<file path="src/rtl/step_sequencer.sv">
// Step/result initiator: issues counted enable strobes, waits a programmable gap,
// captures the result bus into a show-ahead FIFO. Optional capture timestamps: STEP_SEQ_TIMESTAMP_EN.
module step_sequencer #(
    parameter int DATA_W = 32,
    parameter int GAP_W  = 8,
    parameter int DEPTH  = 8,
    parameter int CNT_W  = 16
) (
    input  logic              clk,
    input  logic              reset,
    input  logic              start,
    input  logic [CNT_W-1:0]  step_count,
    input  logic [GAP_W-1:0]  gap,
    input  logic              abort,
    output logic              enable_out,
    input  logic [DATA_W-1:0] result_in,
    input  logic              rd_en,
    output logic [DATA_W-1:0] rd_data,
    output logic              rd_valid,
    output logic              busy,
    output logic              done,
    output logic              overflow,
`ifdef STEP_SEQ_TIMESTAMP_EN
    output logic [CNT_W-1:0]  rd_stamp,
`endif
    output logic [CNT_W-1:0]  steps_done
);

    localparam int AW = $clog2(DEPTH);
`ifdef STEP_SEQ_TIMESTAMP_EN
    localparam int ENTRY_W = DATA_W + CNT_W;
`else
    localparam int ENTRY_W = DATA_W;
`endif
    localparam logic [AW:0]      FULL_LVL = (AW+1)'(DEPTH);
    localparam logic [AW:0]      FILL_ONE = (AW+1)'(1);
    localparam logic [AW-1:0]    PTR_ONE  = AW'(1);
    localparam logic [CNT_W-1:0] CNT_ONE  = CNT_W'(1);
    localparam logic [GAP_W-1:0] GAP_ONE  = GAP_W'(1);

    typedef enum logic [2:0] {
        ST_IDLE,
        ST_PULSE,
        ST_WAIT,
        ST_CAPTURE,
        ST_DONE
    } state_t;

    state_t             state_q, state_d;
    logic [CNT_W-1:0]   count_q, count_d;
    logic [GAP_W-1:0]   gap_q, gap_d;
    logic [GAP_W-1:0]   gap_cnt_q, gap_cnt_d;
    logic [CNT_W-1:0]   steps_q, steps_d;
    logic               enable_q, enable_d;
    logic               busy_q, busy_d;
    logic               done_q, done_d;
    logic               overflow_q, overflow_d;
    logic [AW-1:0]      wr_ptr_q, wr_ptr_d;
    logic [AW-1:0]      rd_ptr_q, rd_ptr_d;
    logic [AW:0]        fill_q, fill_d;
    logic               push, pop, do_push, drop, ovf_clr;
    logic [ENTRY_W-1:0] mem_q [DEPTH];
    logic [ENTRY_W-1:0] wr_entry;
    logic [ENTRY_W-1:0] head;

`ifdef STEP_SEQ_TIMESTAMP_EN
    logic [CNT_W-1:0]   ts_q, ts_d;
    assign ts_d     = ts_q + CNT_ONE;
    assign wr_entry = {ts_q, result_in};
`else
    assign wr_entry = result_in;
`endif

    always_comb begin
        state_d   = state_q;
        count_d   = count_q;
        gap_d     = gap_q;
        gap_cnt_d = gap_cnt_q;
        steps_d   = steps_q;
        push      = 1'b0;
        ovf_clr   = 1'b0;
        unique case (state_q)
            ST_IDLE: begin
                if (start && !abort) begin
                    count_d = step_count;
                    gap_d   = gap;
                    steps_d = '0;
                    ovf_clr = 1'b1;
                    state_d = (step_count == '0) ? ST_DONE : ST_PULSE;
                end
            end
            ST_PULSE: begin
                steps_d   = steps_q + CNT_ONE;
                gap_cnt_d = (gap_q == '0) ? GAP_ONE : gap_q;
                state_d   = ST_WAIT;
            end
            ST_WAIT: begin
                gap_cnt_d = gap_cnt_q - GAP_ONE;
                if (gap_cnt_q <= GAP_ONE) state_d = ST_CAPTURE;
            end
            ST_CAPTURE: begin
                push    = 1'b1;
                state_d = (steps_q == count_q) ? ST_DONE : ST_PULSE;
            end
            ST_DONE: state_d = ST_IDLE;
            default: state_d = ST_IDLE;
        endcase
        // Abort overrides whatever the active state decided, including the capture push.
        if (abort && state_q != ST_IDLE) begin
            state_d   = ST_IDLE;
            push      = 1'b0;
            steps_d   = steps_q;
            gap_cnt_d = gap_cnt_q;
        end
        enable_d = (state_d == ST_PULSE);
        busy_d   = (state_d != ST_IDLE);
        done_d   = (state_d == ST_DONE);
    end

    // FIFO bookkeeping: a pop frees a slot for a same-cycle push even when full.
    always_comb begin
        pop      = rd_en && (fill_q != '0);
        do_push  = push && ((fill_q != FULL_LVL) || pop);
        drop     = push && (fill_q == FULL_LVL) && !pop;
        wr_ptr_d = do_push ? wr_ptr_q + PTR_ONE : wr_ptr_q;
        rd_ptr_d = pop ? rd_ptr_q + PTR_ONE : rd_ptr_q;
        fill_d   = fill_q;
        if (do_push && !pop) fill_d = fill_q + FILL_ONE;
        else if (pop && !do_push) fill_d = fill_q - FILL_ONE;
        overflow_d = overflow_q;
        if (ovf_clr) overflow_d = 1'b0;
        if (drop) overflow_d = 1'b1;
    end

    always_ff @(posedge clk or negedge reset) begin
        if (!reset) begin
            state_q    <= ST_IDLE;
            count_q    <= '0;
            gap_q      <= '0;
            gap_cnt_q  <= '0;
            steps_q    <= '0;
            enable_q   <= 1'b0;
            busy_q     <= 1'b0;
            done_q     <= 1'b0;
            overflow_q <= 1'b0;
            wr_ptr_q   <= '0;
            rd_ptr_q   <= '0;
            fill_q     <= '0;
`ifdef STEP_SEQ_TIMESTAMP_EN
            ts_q       <= '0;
`endif
        end else begin
            state_q    <= state_d;
            count_q    <= count_d;
            gap_q      <= gap_d;
            gap_cnt_q  <= gap_cnt_d;
            steps_q    <= steps_d;
            enable_q   <= enable_d;
            busy_q     <= busy_d;
            done_q     <= done_d;
            overflow_q <= overflow_d;
            wr_ptr_q   <= wr_ptr_d;
            rd_ptr_q   <= rd_ptr_d;
            fill_q     <= fill_d;
`ifdef STEP_SEQ_TIMESTAMP_EN
            ts_q       <= ts_d;
`endif
        end
    end

    always_ff @(posedge clk) begin
        if (do_push) mem_q[wr_ptr_q] <= wr_entry;
    end

    assign head       = mem_q[rd_ptr_q];
    assign rd_valid   = (fill_q != '0);
    assign rd_data    = rd_valid ? head[DATA_W-1:0] : '0;
`ifdef STEP_SEQ_TIMESTAMP_EN
    assign rd_stamp   = rd_valid ? head[ENTRY_W-1:DATA_W] : '0;
`endif
    assign enable_out = enable_q;
    assign busy       = busy_q;
    assign done       = done_q;
    assign overflow   = overflow_q;
    assign steps_done = steps_q;

endmodule

</file>
<file path="config.mk">
export PLATFORM = sky130hd
export DESIGN_NAME = step_sequencer
export DESIGN_NICKNAME = d
export VERILOG_FILES = /design/src/rtl/step_sequencer.sv
export SDC_FILE = /design/constraint.sdc
export NUM_CORES = 1
export LEC_CHECK = 0
export BUFFER_PORTS_ARGS = -buffer_cell sky130_fd_sc_hd__buf_2
export CAP_MARGIN = 30
export CORE_ASPECT_RATIO = 2
export CORE_MARGIN = 2
export CORE_UTILIZATION = 35
export CTS_BUF_LIST = sky130_fd_sc_hd__clkbuf_4 sky130_fd_sc_hd__clkbuf_8
export CTS_CLUSTER_DIAMETER = 100
export DETAILED_ROUTE_END_ITERATION = 8
export GPL_ROUTABILITY_DRIVEN = 0
export GPL_TIMING_DRIVEN = 0
export PLACE_DENSITY_LB_ADDON = 0.12
export SYNTH_ARGS = -nofsm -noshare
export SYNTH_HDL_FRONTEND = slang
export SYNTH_SLANG_ARGS = --single-unit
</file>
<file path="constraint.sdc">
create_clock -name clk -period 5.4 [get_ports clk]
set_clock_uncertainty 0.15 [all_clocks]
set_input_delay 0.54 -clock clk [delete_from_list [all_inputs] [get_ports clk]]
set_output_delay 0.54 -clock clk [all_outputs]
set_load 0.02 [all_outputs]
</file>
==> reports/results.txt <==
status: finished, final reports clean
Ys Warns: 0
sequential fraction of the synthesis area: 71.4%
first-pass GRT wire length: 48.9 mm
Ports: 114
Initial DRT Pass Iterations: 6
synthesized area: 13100 um2
crit path launch type: flip-flop
H-tree depth: 2
row count: 100
post-route ant nets: 0
Peak VDD IR: 0.229 mV
CP Class: reg2out
Post-synth EDFFs: 256
Avg Vias per Cell: 5.08
Cells after Synth: 774
Core ar.: 37000 um2
Tmin final: 3720 ps
post-synth top area cell: edfxtp_1
Seq cells post-synth: 321
dpl hpwl: 21.6 mm
maxcap violations: 0
Overflow after GRT: 0
Worst Path Required: 4710 ps
final instance area: 15600 um2
CP cell instances: clkbuf_1 -> clkbuf_1 -> mux4_2 -> mux2i_1 -> nor2_1 -> buf_2
RSZ-0062 raised after global routing: no
CTS sink cnt: 321
Final Hold Viols: 0
Final #Nets: 1043
Post-synth top flop: edfxtp_1
Residual DRC: 0
GRT Resource Usage Total: 16.8%
DP Area: 14600 um2
period utilization: 68.9%
largest net degree at the start of global routing: 61
Starting Density: 35.2%
commonest cells in the netlist: edfxtp_1, nand2_1, dfrtp_1
Synth area leaders: edfxtp_1, dfrtp_1, mux4_2, mux2i_1, nand2_1
number of global-route vias before repair: 8122
top cell type's share of synthesized area: 58.9%
Die W: 141 um
Worst path slowest cell: clkbuf_1
CTS tree: built
most frequent cell after synthesis: edfxtp_1
IO Port Bufs: 113
Design Power: 6.98 mW
antenna violations before repair: 3
number of DRC markers in iteration 0: 256
CP most frequent cell: clkbuf_1
post-synth cell types: 49
DR vias: 7457
pre-CTS setup slack: 1350 ps
R2R Setup Slk: 1680 ps
CTS buffer count: 48
Slew HR: 39.0%
WP buf/inv: 3
# setup viols final: 0
crit-path max cell delay: 680 ps
final wirelength: 32.2 mm
WL/cell: 22.0 um
Power Density: 446 nW/um2
leak pwr: 5.72 nW
worst min-delay path class: in2reg
Slew Limit Fails: 0
CP top delay family: buffers and inverters
Worst Tran Pin Value: 907 ps
CTS max path bufs: 3
largest fanout on the critical path: 10
Post-Syn Nets: 844
type of destination of the critical path: output pin
worst hold slack: 26.8 ps
clk_lat worst skew: 590 ps
Mean Syn Cell Area: 16.9 um2
Die Ht: 277 um
Area growth syn-to-layout: 19.9%
Async S/R FF share, synth: 20.2%
Root Driver: clkbuf_8
Clk pin slew, worst setup/hold paths: 60 ps
CP arrival: 3030 ps
setup ws final: 1680 ps
Peak Freq: 269 MHz
layout cells sized above 1: 29.8%
Die ar.: 39000 um2
-- routing by layer --
metal  vias to the layer above  track usage [%]  part of all wire [%]
li1                       3392                -                     -
met1                      3844             17.6                    36
met2                       173             33.6                    58
met3                        46             3.01                   3.9
met4                         2             4.82                   2.1
met5                         -                0                 0.034
-- metrics by stage --
stage                     utilization, %  cells  TNS [ps]
after floorplan                        -    774         0
after global placement              38.3   1346   -266950
after detailed placement            39.3   1366         0
after CTS                           42.2   1464         0
after global routing                42.2   1465         0
final                               42.3   1467         0
-- cell families (layout without fill, tap and decap cells) --
| group | after synthesis | count (layout) | share of synthesized area [%] |
|---|---|---|---|
| AND/OR/NAND/NOR | 216 | 216 | 7.61 |
| multiplexers | 102 | 102 | 14.0 |
| buffers and inverters | 43 | 274 | 1.56 |
| AO/OA/AOI/OAI | 54 | 54 | 2.63 |
| other | 0 | 3 | 0 |
| XOR/XNOR | 29 | 29 | 1.95 |
| flip-flops | 321 | 321 | 71.4 |
| adder cells (fa/ha/maj) | 9 | 9 | 0.920 |
-- flip-flops by register name, summed over array words and instances (netlist names), 3 cells and up --
| signal | flops |
|---|---|
| wr_ptr_q | 3 |
| count_q | 16 |
| mem_q | 256 |
| fill_q | 4 |
| rd_ptr_q | 3 |
| state_q | 3 |
| gap_q | 8 |
| steps_done | 16 |
| gap_cnt_q | 8 |
-- cell type report --
class	instances	area, um2
inverters	7	26.3
fillers	3402	21400
clock buffers	73	873
clock inverters	9	52.6
diodes	3	7.51
repair buffers	149	1030
plain buffers	36	178
multi-input cells	410	3590
flip-flops and latches	321	9310
well taps	459	574
-- worst reg2reg max path, delay by kind of cell (launching register included) --
family | cells | cell delay [ps]
flip-flops | 1 | 370
AND/OR/NAND/NOR | 3 | 1630
AO/OA/AOI/OAI | 1 | 530
buffers and inverters | 4 | 760
-- report_power, final --
| group | total [mW] | leakage [nW] | switching (mW) | internal [mW] |
|---|---|---|---|---|
| registers | 2.88 | 3.14 | 0.105 | 2.78 |
| clock network | 1.95 | 0.495 | 0.924 | 1.03 |
| logic | 2.15 | 2.09 | 1.22 | 0.931 |
-- placed cells by master, fill, tap and decap left out, types with 3 or more instances in the layout --
master,count
edfxtp_1,256
buf_6,7
buf_2,118
dlygate4sd3_1,16
mux4_2,64
clkbuf_8,52
clkinv_1,6
nand2b_1,4
xnor2_1,24
buf_8,5
nor3b_1,3
nor4_1,11
buf_12,6
o21ai_0,12
o31ai_1,5
ha_1,8
diode_2,3
nor2_1,52
o22ai_1,3
nor2_4,6
a21oi_1,18
dfrtp_1,65
clkbuf_1,22
or4_1,7
xor2_1,5
nand3_1,7
mux2_2,3
buf_1,7
nand2_1,93
nor3_1,7
nand4_1,10
mux2i_1,35
clkbuf_4,21
inv_1,7
-- final timing paths --
| check | to | cells after the start | from |
|---|---|---|---|
| worst max-delay path | rd_data[23] | 6 | rd_ptr_q[1] |
| worst min-delay path | gap_q[5] | 3 | gap[5] |
| worst max register to register | mem_q[1][5] | 8 | state_q[2] |
| worst min register to register | count_q[2] | 2 | count_q[2] |
| max in group asynchronous | steps_done[8] | 3 | reset |
| min in group asynchronous | gap_cnt_q[4] | 2 | reset |
-- timing repair --
item | 4_1_cts | 5_1_grt
resized for setup | 0 | 0
endpoints found under the hold margin | 80 | 0
hold buffers | 16 | 0
buffers inserted | 0 | 0
No activity file was read; power rests on OpenSTA's default activity.
